<file path="src/rtl/ps2_pkg.sv">
// Shared definitions for the PS/2 keyboard host receiver.
//   PS2_PREFIX_EXT / PS2_PREFIX_BREAK : scancode prefix bytes
//   PS2_FRAME_BITS                    : start + 8 data + parity + stop
//   ps2_frame_state_e                 : frame deserialiser states
package ps2_pkg;

  localparam logic [7:0]  PS2_PREFIX_EXT   = 8'hE0;
  localparam logic [7:0]  PS2_PREFIX_BREAK = 8'hF0;
  localparam int unsigned PS2_FRAME_BITS   = 11;

  typedef enum logic [1:0] {
    StIdle,
    StData,
    StParity,
    StStop
  } ps2_frame_state_e;

endpackage

</file>
<file path="src/rtl/ps2_rx_frame.sv">
// PS/2 frame receiver: synchronises and glitch-filters ps2_clk/ps2_data, deframes
// 11-bit frames and checks start, odd parity, stop and inter-edge timeout.
//   clk, reset_n        : system clock, async active-low reset
//   ps2_clk, ps2_data   : asynchronous PS/2 lines
//   rx_byte             : last correctly received byte
//   rx_strobe           : one-cycle pulse, rx_byte valid
//   rx_err              : one-cycle pulse on start/parity/stop/timeout error
module ps2_rx_frame
  import ps2_pkg::*;
#(
  parameter int unsigned FILTER_LEN     = 4,
  parameter int unsigned TIMEOUT_CYCLES = 20000
) (
  input  logic       clk,
  input  logic       reset_n,
  input  logic       ps2_clk,
  input  logic       ps2_data,
  output logic [7:0] rx_byte,
  output logic       rx_strobe,
  output logic       rx_err
);

  localparam int unsigned FiltW = $clog2(FILTER_LEN + 1);
  localparam int unsigned TmoW  = $clog2(TIMEOUT_CYCLES + 1);

  logic [1:0]       clk_sync_q, data_sync_q;
  logic             filt_q, filt_d;
  logic [FiltW-1:0] filt_cnt_q, filt_cnt_d;
  logic             sample_q, sample_d;
  logic             bit_q;

  ps2_frame_state_e state_q, state_d;
  logic [2:0]       idx_q, idx_d;
  logic [7:0]       shift_q, shift_d;
  logic             par_q, par_d;
  logic [TmoW-1:0]  tmo_q, tmo_d;
  logic [7:0]       byte_q, byte_d;
  logic             strobe_q, strobe_d;
  logic             err_q, err_d;

  // Filtered clock only moves after FILTER_LEN consecutive differing samples.
  always_comb begin
    filt_d     = filt_q;
    filt_cnt_d = '0;
    sample_d   = 1'b0;
    if (clk_sync_q[1] != filt_q) begin
      if (filt_cnt_q == FiltW'(FILTER_LEN - 1)) begin
        filt_d   = clk_sync_q[1];
        sample_d = ~clk_sync_q[1];
      end else begin
        filt_cnt_d = filt_cnt_q + 1'b1;
      end
    end
  end

  always_comb begin
    state_d  = state_q;
    idx_d    = idx_q;
    shift_d  = shift_q;
    par_d    = par_q;
    byte_d   = byte_q;
    strobe_d = 1'b0;
    err_d    = 1'b0;
    tmo_d    = (state_q == StIdle || sample_q) ? '0 : tmo_q + 1'b1;

    unique case (state_q)
      StIdle: begin
        if (sample_q) begin
          if (!bit_q) begin
            state_d = StData;
            idx_d   = '0;
            par_d   = 1'b0;
          end else begin
            err_d = 1'b1;
          end
        end
      end
      StData: begin
        if (sample_q) begin
          shift_d = {bit_q, shift_q[7:1]};
          par_d   = par_q ^ bit_q;
          idx_d   = idx_q + 1'b1;
          if (idx_q == 3'd7) state_d = StParity;
        end
      end
      StParity: begin
        if (sample_q) begin
          par_d   = par_q ^ bit_q;
          state_d = StStop;
        end
      end
      StStop: begin
        if (sample_q) begin
          // par_q holds the XOR of data and parity: 1 means odd total.
          if (bit_q && par_q) begin
            strobe_d = 1'b1;
            byte_d   = shift_q;
          end else begin
            err_d = 1'b1;
          end
          state_d = StIdle;
        end
      end
      default: state_d = StIdle;
    endcase

    // A timeout can only fire without a sample, so it never collides with a strobe.
    if (state_q != StIdle && !sample_q && tmo_q == TmoW'(TIMEOUT_CYCLES - 1)) begin
      err_d   = 1'b1;
      state_d = StIdle;
      tmo_d   = '0;
    end
  end

  always_ff @(posedge clk or negedge reset_n) begin
    if (!reset_n) begin
      clk_sync_q  <= 2'b11;
      data_sync_q <= 2'b11;
      filt_q      <= 1'b1;
      filt_cnt_q  <= '0;
      sample_q    <= 1'b0;
      bit_q       <= 1'b1;
      state_q     <= StIdle;
      idx_q       <= '0;
      shift_q     <= '0;
      par_q       <= 1'b0;
      tmo_q       <= '0;
      byte_q      <= '0;
      strobe_q    <= 1'b0;
      err_q       <= 1'b0;
    end else begin
      clk_sync_q  <= {clk_sync_q[0], ps2_clk};
      data_sync_q <= {data_sync_q[0], ps2_data};
      filt_q      <= filt_d;
      filt_cnt_q  <= filt_cnt_d;
      sample_q    <= sample_d;
      if (sample_d) bit_q <= data_sync_q[1];
      state_q     <= state_d;
      idx_q       <= idx_d;
      shift_q     <= shift_d;
      par_q       <= par_d;
      tmo_q       <= tmo_d;
      byte_q      <= byte_d;
      strobe_q    <= strobe_d;
      err_q       <= err_d;
    end
  end

  assign rx_byte   = byte_q;
  assign rx_strobe = strobe_q;
  assign rx_err    = err_q;

endmodule

</file>
<file path="src/rtl/ps2_kbd_host_rx.sv">
// PS/2 keyboard host receiver: frame receiver plus error counter and
// make/break/E0 scancode decoder.
//   clk, reset_n                 : system clock, async active-low reset
//   ps2_clk, ps2_data            : PS/2 lines from the bridge
//   rx_byte, rx_strobe, rx_err   : raw byte stream and error pulses
//   err_count                    : saturating count of rx_err pulses
//   key_code, key_extended,
//   key_released, key_strobe     : decoded key event, held until next strobe
module ps2_kbd_host_rx
  import ps2_pkg::*;
#(
  parameter int unsigned FILTER_LEN     = 4,
  parameter int unsigned TIMEOUT_CYCLES = 20000
) (
  input  logic       clk,
  input  logic       reset_n,
  input  logic       ps2_clk,
  input  logic       ps2_data,
  output logic [7:0] rx_byte,
  output logic       rx_strobe,
  output logic       rx_err,
  output logic [7:0] err_count,
  output logic [7:0] key_code,
  output logic       key_extended,
  output logic       key_released,
  output logic       key_strobe
);

  logic [7:0] err_cnt_q, err_cnt_d;
  logic       ext_q, ext_d;
  logic       rel_q, rel_d;
  logic [7:0] code_q, code_d;
  logic       key_ext_q, key_ext_d;
  logic       key_rel_q, key_rel_d;
  logic       key_stb_q, key_stb_d;

  ps2_rx_frame #(
    .FILTER_LEN     (FILTER_LEN),
    .TIMEOUT_CYCLES (TIMEOUT_CYCLES)
  ) u_frame (
    .clk       (clk),
    .reset_n   (reset_n),
    .ps2_clk   (ps2_clk),
    .ps2_data  (ps2_data),
    .rx_byte   (rx_byte),
    .rx_strobe (rx_strobe),
    .rx_err    (rx_err)
  );

  always_comb begin
    err_cnt_d = err_cnt_q;
    ext_d     = ext_q;
    rel_d     = rel_q;
    code_d    = code_q;
    key_ext_d = key_ext_q;
    key_rel_d = key_rel_q;
    key_stb_d = 1'b0;

    if (rx_err) begin
      if (err_cnt_q != 8'hFF) err_cnt_d = err_cnt_q + 8'd1;
      ext_d = 1'b0;
      rel_d = 1'b0;
    end else if (rx_strobe) begin
      if (rx_byte == PS2_PREFIX_EXT) begin
        ext_d = 1'b1;
      end else if (rx_byte == PS2_PREFIX_BREAK) begin
        rel_d = 1'b1;
      end else begin
        key_stb_d = 1'b1;
        code_d    = rx_byte;
        key_ext_d = ext_q;
        key_rel_d = rel_q;
        ext_d     = 1'b0;
        rel_d     = 1'b0;
      end
    end
  end

  always_ff @(posedge clk or negedge reset_n) begin
    if (!reset_n) begin
      err_cnt_q <= '0;
      ext_q     <= 1'b0;
      rel_q     <= 1'b0;
      code_q    <= '0;
      key_ext_q <= 1'b0;
      key_rel_q <= 1'b0;
      key_stb_q <= 1'b0;
    end else begin
      err_cnt_q <= err_cnt_d;
      ext_q     <= ext_d;
      rel_q     <= rel_d;
      code_q    <= code_d;
      key_ext_q <= key_ext_d;
      key_rel_q <= key_rel_d;
      key_stb_q <= key_stb_d;
    end
  end

  assign err_count    = err_cnt_q;
  assign key_code     = code_q;
  assign key_extended = key_ext_q;
  assign key_released = key_rel_q;
  assign key_strobe   = key_stb_q;

endmodule

</file>
<file path="config.mk">
export PLATFORM = sky130hd
export DESIGN_NAME = ps2_kbd_host_rx
export DESIGN_NICKNAME = d
export VERILOG_FILES = /design/src/rtl/ps2_pkg.sv /design/src/rtl/ps2_rx_frame.sv /design/src/rtl/ps2_kbd_host_rx.sv
export SDC_FILE = /design/constraint.sdc
export NUM_CORES = 1
export LEC_CHECK = 0
export ABC_AREA = 0
export CAP_MARGIN = 20
export CORE_UTILIZATION = 56
export CTS_CLUSTER_DIAMETER = 120
export DETAILED_ROUTE_END_ITERATION = 7
export PLACE_DENSITY = 0.79
export SYNTH_ARGS = -nofsm -noshare
export SYNTH_HDL_FRONTEND = slang
export SYNTH_SLANG_ARGS = --single-unit
</file>
<file path="constraint.sdc">
create_clock -name clk -period 2.12 [get_ports clk]
set_input_delay 0.212 -clock clk [delete_from_list [all_inputs] [get_ports clk]]
set_output_delay 0.212 -clock clk [all_outputs]
set_load 0.01 [all_outputs]
</file>
======== After elaboration in Yosys (flattened, before gate mapping) ========
Index checks and enable logic that the tools add are counted.
storage, ports and cells
  bits in registers ....................... 70
  input bits .............................. 4
operators by class
  multiplexer cells ....................... 43
  eq/ne operators ......................... 22
  add/sub/neg operators ................... 4
  reductions and logical operators ........ 21
  bitwise logic cells ..................... 5
operators with widths
  operator               number
  $mux 15                2
  $mux 1                 25
  $eq 8x8->1 const B     2
  $add 15x1->15 const B  1
  $eq 15x15->1 const B   1
  $mux 3                 5
  $mux 2                 7
  $ne 3x1->1 const B     4
  $reduce_and 4->1       3
  $reduce_and 2->1       5
  $add 8x1->8 const B    1
  $ne 2x1->1 const B     4
  $ne 8x8->1 const B     1
  $pmux 2 s4             1
  $reduce_bool 2->1      4
  $add 3x1->3 const B    2
  $ne 3x2->1 const B     2
  $pmux 3 s2             1
  $reduce_and 6->1       1
  $eq 2x2->1 const B     2
  $not 1->1              4
  $pmux 1 s2             2
  $eq 3x2->1 const B     1
  $eq 3x3->1 const B     1
  other kinds (11)       13

======== Depth between registers and ports, before layout ========
  depth after elaboration ................. 5
  gate-level depth with buffers ........... 7
  mapped depth without buffers ............ 6

======== Modules after synthesis ========
Synthesis repeated with hierarchy kept, for this count alone.
second synthesis, totals
  cells, all modules ...................... 237
  area total of the unflattened synthesis .. 3039.2 sq um
by module, submodules not included
  module           sequential area each (sq um)  cells an instance  area each (sq um)  times used
  ps2_rx_frame     1233.7                        168                2108.3             1
  ps2_kbd_host_rx  525.5                         69                 930.9              1

======== Worst setup path before layout ========
No wires, ideal clock.
  kind .................................... reg2reg
  start point ............................. register u_frame.state_q[0]
  end point ............................... register u_frame.state_q[0]
  data required time ...................... 1998 ps
  data arrival time ....................... 1655 ps
  cell stages (with the launch flop) ...... 7
  slack ................................... 343 ps
  path buffers ............................ 0
  path through ............................ dfrtp_1 -> inv_1 -> ha_1 -> and4bb_2 -> nand4_2 -> a221o_1 -> a32o_1
on the way
  word-level cells in the longest chain between the ends .. 5
  elaborated cells between the ends (all ways) .. 16
  those cells by class .................... eq/ne: 9; mux: 2; reduce/logical: 5
ends and longest elaborated chain
  item                                          RTL line             source
  from (decl)                                   ps2_rx_frame.sv:32   ps2_frame_state_e state_q, state_d;
  from (signal assigned)                        ps2_rx_frame.sv:123  state_q <= StIdle;
  from (signal assigned)                        ps2_rx_frame.sv:138  state_q <= state_d;
  $reduce_bool 2->1                             ps2_rx_frame.sv:108  if (state_q != StIdle && !sample_q && tmo_q == TmoW'(TIMEOUT_CYCLES - 1)) begin
  $logic_and 1x1->1 (2 in series)               ps2_rx_frame.sv:108
  $ne 3x2->1 (no line) (tied with other cells)  n/a
  $reduce_and 6->1 (no line)                    n/a
Parallel ways exist; a longest one is shown, timed or not.
A chain may end at the register's enable or synchronous reset.

======== Worst setup path after layout ========
  start point ............................. register u_frame.state_q[0]
  end point ............................... register u_frame.state_q[1]
The elaborated chain is that of the path after synthesis.

==> run summary <==
The worst setup path is launched from a flip-flop. The number of antenna violations at the first check in global routing is 0. The average wire per cell in the routed design came out at 14.3 um. Averaged over all synthesized cells, the footprint is between 10 and 15 um2.

The count of inserted antenna diode cells is 0. Setup violations remaining at the end of the flow were counted as 0. The via-per-instance ratio came out at ~5.5. The number of pins exceeding their max-slew limit in the final report came out at 0. The post-synth design cell area is just over 3000 um2. The number of hold-slack violations in the final timing report was 0. The root buffer cell chosen for the clock tree is sky130_fd_sc_hd__clkbuf_8. Along the worst path, the maximum fanout reaches 8.

The site row count came out at 26. The H-tree level count is 3. The first-pass GRT wire length is a little over 9 mm. The post-DP HPWL came out at around 3.6 mm. The path class of the tightest hold or removal check is input pin to flip-flop. The total number of vias came out at 2000.

The number of nets in the layout is ~300. Ranked by total cell area, the synthesized netlist is headed by sky130_fd_sc_hd__dfrtp_1, sky130_fd_sc_hd__mux2_2, sky130_fd_sc_hd__dfstp_2, sky130_fd_sc_hd__ha_1, sky130_fd_sc_hd__xnor2_1. Entering global routing, the biggest net connects 52 pins. The maximum buffer depth of the clock tree came out at 2. The clock transition at the registers of the reported paths came out at approximately 0.070 ns. The final clock skew came out at between 0.01 and 0.015 ns. The width of the die is approximately 76 um. The boundary pin count came out at 33. The post-synth net total is between 200 and 300. Global routing finished with a remaining overflow of 0. The violation count after the first detailed-route iteration is 42. The worst setup path is captured at a flip-flop. In this run, distinct cell masters in the synthesized netlist total 40. During placement, the flow inserted port buffers numbering 32. The total number of clock tree sinks came out at 70.

Setup repair after global routing left no endpoint under its margin. The clock tree from TritonCTS is yes. Fill cells in the final layout number roughly 340. The DRC violation count after routing came out at 0. The combined global-route utilization of all metal layers is 0.204. The global placer's final weighted congestion came out at just over 0.8. Summed over all layers, the routed wires come to between 5 and 6 mm. The area fraction of the dominant cell type after synthesis came out at 0.523. The leakage power total is approximately 1.8 nW. The number of synthesized register bits is 70. The region available for standard cell placement spans roughly 5200 um2. The number of detailed-routing iterations run before antenna repair came out at 4. Dividing total power by cell area gives a power density of 852 nW/um2. Summing internal, switching and leakage power gives 3.11 mW. The async set or reset register ratio after synthesis came out at 1.00.

In this run the remaining antenna-violating nets after routing total 0. The area growth from synthesis to layout came out at 19.4%. sky130_fd_sc_hd__dfrtp_1 takes more of the synthesized area than any other cell. The via count of the first global-routing pass was 2025. The fmax came out at between 500 and 600 MHz. The data arrival time of the worst path came out at approximately 2.1 ns. The cell count after synthesis came out at about 250.

The total clock buffers created by CTS is 9. The die area is between 5000 and 6000 um2. The sequential element share of the synthesized area came out at 0.574. The worst setup path is of the flip-flop to flip-flop kind. The flow ran to the end, and the final reports show no timing, DRC or antenna violations. The number of maximum-capacitance constraint violations is 0.

At the pin with the least slew margin, the transition time is roughly 0.50 ns. The number of flops mapped to enable cells by yosys came out at 0. The floorplan step set the die height to around 76 um.

The worst-skew pair later-pin latency came out at between 0.3 and 0.4 ns. The worst pin sits at a relative slew slack of 0.668. Yosys printed 0 warnings.

The highest ir drop seen on vdd is between 0.7 and 0.8 mV. The time the worst path needs with I/O delays and setup came out at approximately 1.9 ns. The most used flip-flop cell after synthesis is sky130_fd_sc_hd__dfrtp_1.

The final setup TNS came out at 0 ns. The data required time of the worst path is around 2.4 ns. The share of post-route cells with drive strength above 1 came out at 0.212. The starting density of the core is 0.592. The final cycle utilization of the critical path came out at 0.904.
## logic make-up after synthesis
kind of cell,count (synthesis),synth area share
buf+inv,12,0.0192
simple gates,82,0.154
xor+xnor,16,0.0458
compound gates,26,0.0556
mux,29,0.106
flops,70,0.574
fa+ha+maj,11,0.0449
## registers in the layout, summed over array words and instances, names as in the netlist, 2 cells and up
| signal | count |
|---|---|
| u_frame.tmo_q | 15 |
| key_code | 8 |
| u_frame.state_q | 2 |
| u_frame.filt_cnt_q | 3 |
| u_frame.rx_byte | 8 |
| err_count | 8 |
| u_frame.clk_sync_q | 2 |
| u_frame.shift_q | 8 |
| u_frame.data_sync_q | 2 |
| u_frame.idx_q | 3 |
## metrics by stage
step	utilization	setup WS [ns]	cells	area, um2	hold slack [ns]
5_1_grt	0.707	0.0703	362	3660	0.263
3_3_place_gp	0.669	0.271	345	3460	0.200
4_1_cts	0.707	0.192	362	3660	0.264
2_1_floorplan	-	0.343	246	3060	-0.0836
3_5_place_dp	0.669	0.201	345	3460	0.207
6_report	0.707	0.203	362	3660	0.277
## area by class of cell
type,count,area [um2],area share
Clock buffer,11,151,0.0414
Clock inverter,5,33.8,0.00924
Inverter,7,26.3,0.00719
Multi-Input combinational cell,164,1240,0.341
Sequential cell,70,1760,0.481
Tap cell,70,87.6,0.0240
Timing Repair Buffer,35,353,0.0965
## Yosys cell counts (2+ instances only)
master / count
sky130_fd_sc_hd__a21oi_1: 9
sky130_fd_sc_hd__a32o_1: 5
sky130_fd_sc_hd__and3_1: 5
sky130_fd_sc_hd__and4_1: 3
sky130_fd_sc_hd__and4bb_2: 2
sky130_fd_sc_hd__buf_2: 2
sky130_fd_sc_hd__dfrtp_1: 64
sky130_fd_sc_hd__dfstp_2: 6
sky130_fd_sc_hd__ha_1: 11
sky130_fd_sc_hd__inv_1: 7
sky130_fd_sc_hd__mux2_2: 28
sky130_fd_sc_hd__nand2_1: 17
sky130_fd_sc_hd__nand2b_1: 2
sky130_fd_sc_hd__nand3_1: 9
sky130_fd_sc_hd__nand4_1: 5
sky130_fd_sc_hd__nand4_2: 2
sky130_fd_sc_hd__nor2_1: 17
sky130_fd_sc_hd__nor2b_1: 4
sky130_fd_sc_hd__nor3_1: 4
sky130_fd_sc_hd__o21ai_0: 8
sky130_fd_sc_hd__or2_2: 2
sky130_fd_sc_hd__or3_1: 2
sky130_fd_sc_hd__xnor2_1: 8
sky130_fd_sc_hd__xor2_1: 8
## worst max-delay path: stages (launching register included)
cell and delay, ns:
sky130_fd_sc_hd__dfrtp_1 0.39, sky130_fd_sc_hd__inv_1 0.10, sky130_fd_sc_hd__ha_1 0.29, sky130_fd_sc_hd__and4bb_2 0.33, sky130_fd_sc_hd__nand4_2 0.12, sky130_fd_sc_hd__a221o_1 0.37
sky130_fd_sc_hd__a32o_1 0.21
## layout by cell type, fill, tap and decap left out, types with 2 or more instances in the layout
cell type and instances:
sky130_fd_sc_hd__and3_1 5, sky130_fd_sc_hd__or3_1 2, sky130_fd_sc_hd__ha_1 11, sky130_fd_sc_hd__a21oi_1 9
sky130_fd_sc_hd__dfstp_2 6, sky130_fd_sc_hd__nor2_1 17, sky130_fd_sc_hd__and4bb_2 2, sky130_fd_sc_hd__nand4_2 2
sky130_fd_sc_hd__nand2_1 17, sky130_fd_sc_hd__or2_2 2, sky130_fd_sc_hd__a32o_1 5, sky130_fd_sc_hd__and4_1 3
sky130_fd_sc_hd__nor2b_1 4, sky130_fd_sc_hd__xor2_1 8, sky130_fd_sc_hd__clkinvlp_4 2, sky130_fd_sc_hd__mux2_2 28
sky130_fd_sc_hd__nand4_1 5, sky130_fd_sc_hd__clkbuf_8 11, sky130_fd_sc_hd__dfrtp_1 64, sky130_fd_sc_hd__nor3_1 4
sky130_fd_sc_hd__clkinv_2 2, sky130_fd_sc_hd__o21ai_0 8, sky130_fd_sc_hd__nand2b_1 2, sky130_fd_sc_hd__clkdlybuf4s50_1 31
sky130_fd_sc_hd__xnor2_1 8, sky130_fd_sc_hd__nand3_1 9, sky130_fd_sc_hd__inv_1 7
## where the power goes
| group | internal [mW] | total [mW] | switching [mW] |
|---|---|---|---|
| Sequential | 1.45 | 1.55 | 0.0958 |
| Combinational | 0.250 | 0.576 | 0.325 |
| Clock | 0.486 | 0.989 | 0.503 |
## repair_timing
action	in CTS	in global routing
gates resized for setup	0	0
endpoints found under the setup margin	0	0
endpoints found under the hold margin	19	0
hold buffers	1	0
buffers inserted	0	0
## layer usage
metal | part of all wire | vias to the layer above | global-route usage
met1 | 0.46 | 988 | 0.263
met2 | 0.49 | 48 | 0.318
met5 | 0 | - | 0
met4 | 0.020 | 0 | 0.106
met3 | 0.032 | 11 | 0.0554
li1 | - | 953 | -
## path summary, 6_finish.rpt
kind / startpoint / end / slack (ns) / cells past startpoint
worst max-delay path: u_frame.state_q[0] / u_frame.state_q[1] / 0.20 / 6
worst min-delay path: ps2_data / u_frame.data_sync_q[0] / 0.28 / 1
worst max register to register: u_frame.state_q[0] / u_frame.state_q[1] / 0.20 / 6
worst min register to register: u_frame.data_sync_q[0] / u_frame.data_sync_q[1] / 0.36 / 0
max in group asynchronous: reset_n / u_frame.clk_sync_q[0] / 1.07 / 3
min in group asynchronous: reset_n / u_frame.tmo_q[6] / 0.37 / 2
(Power assumes the default switching activity.)
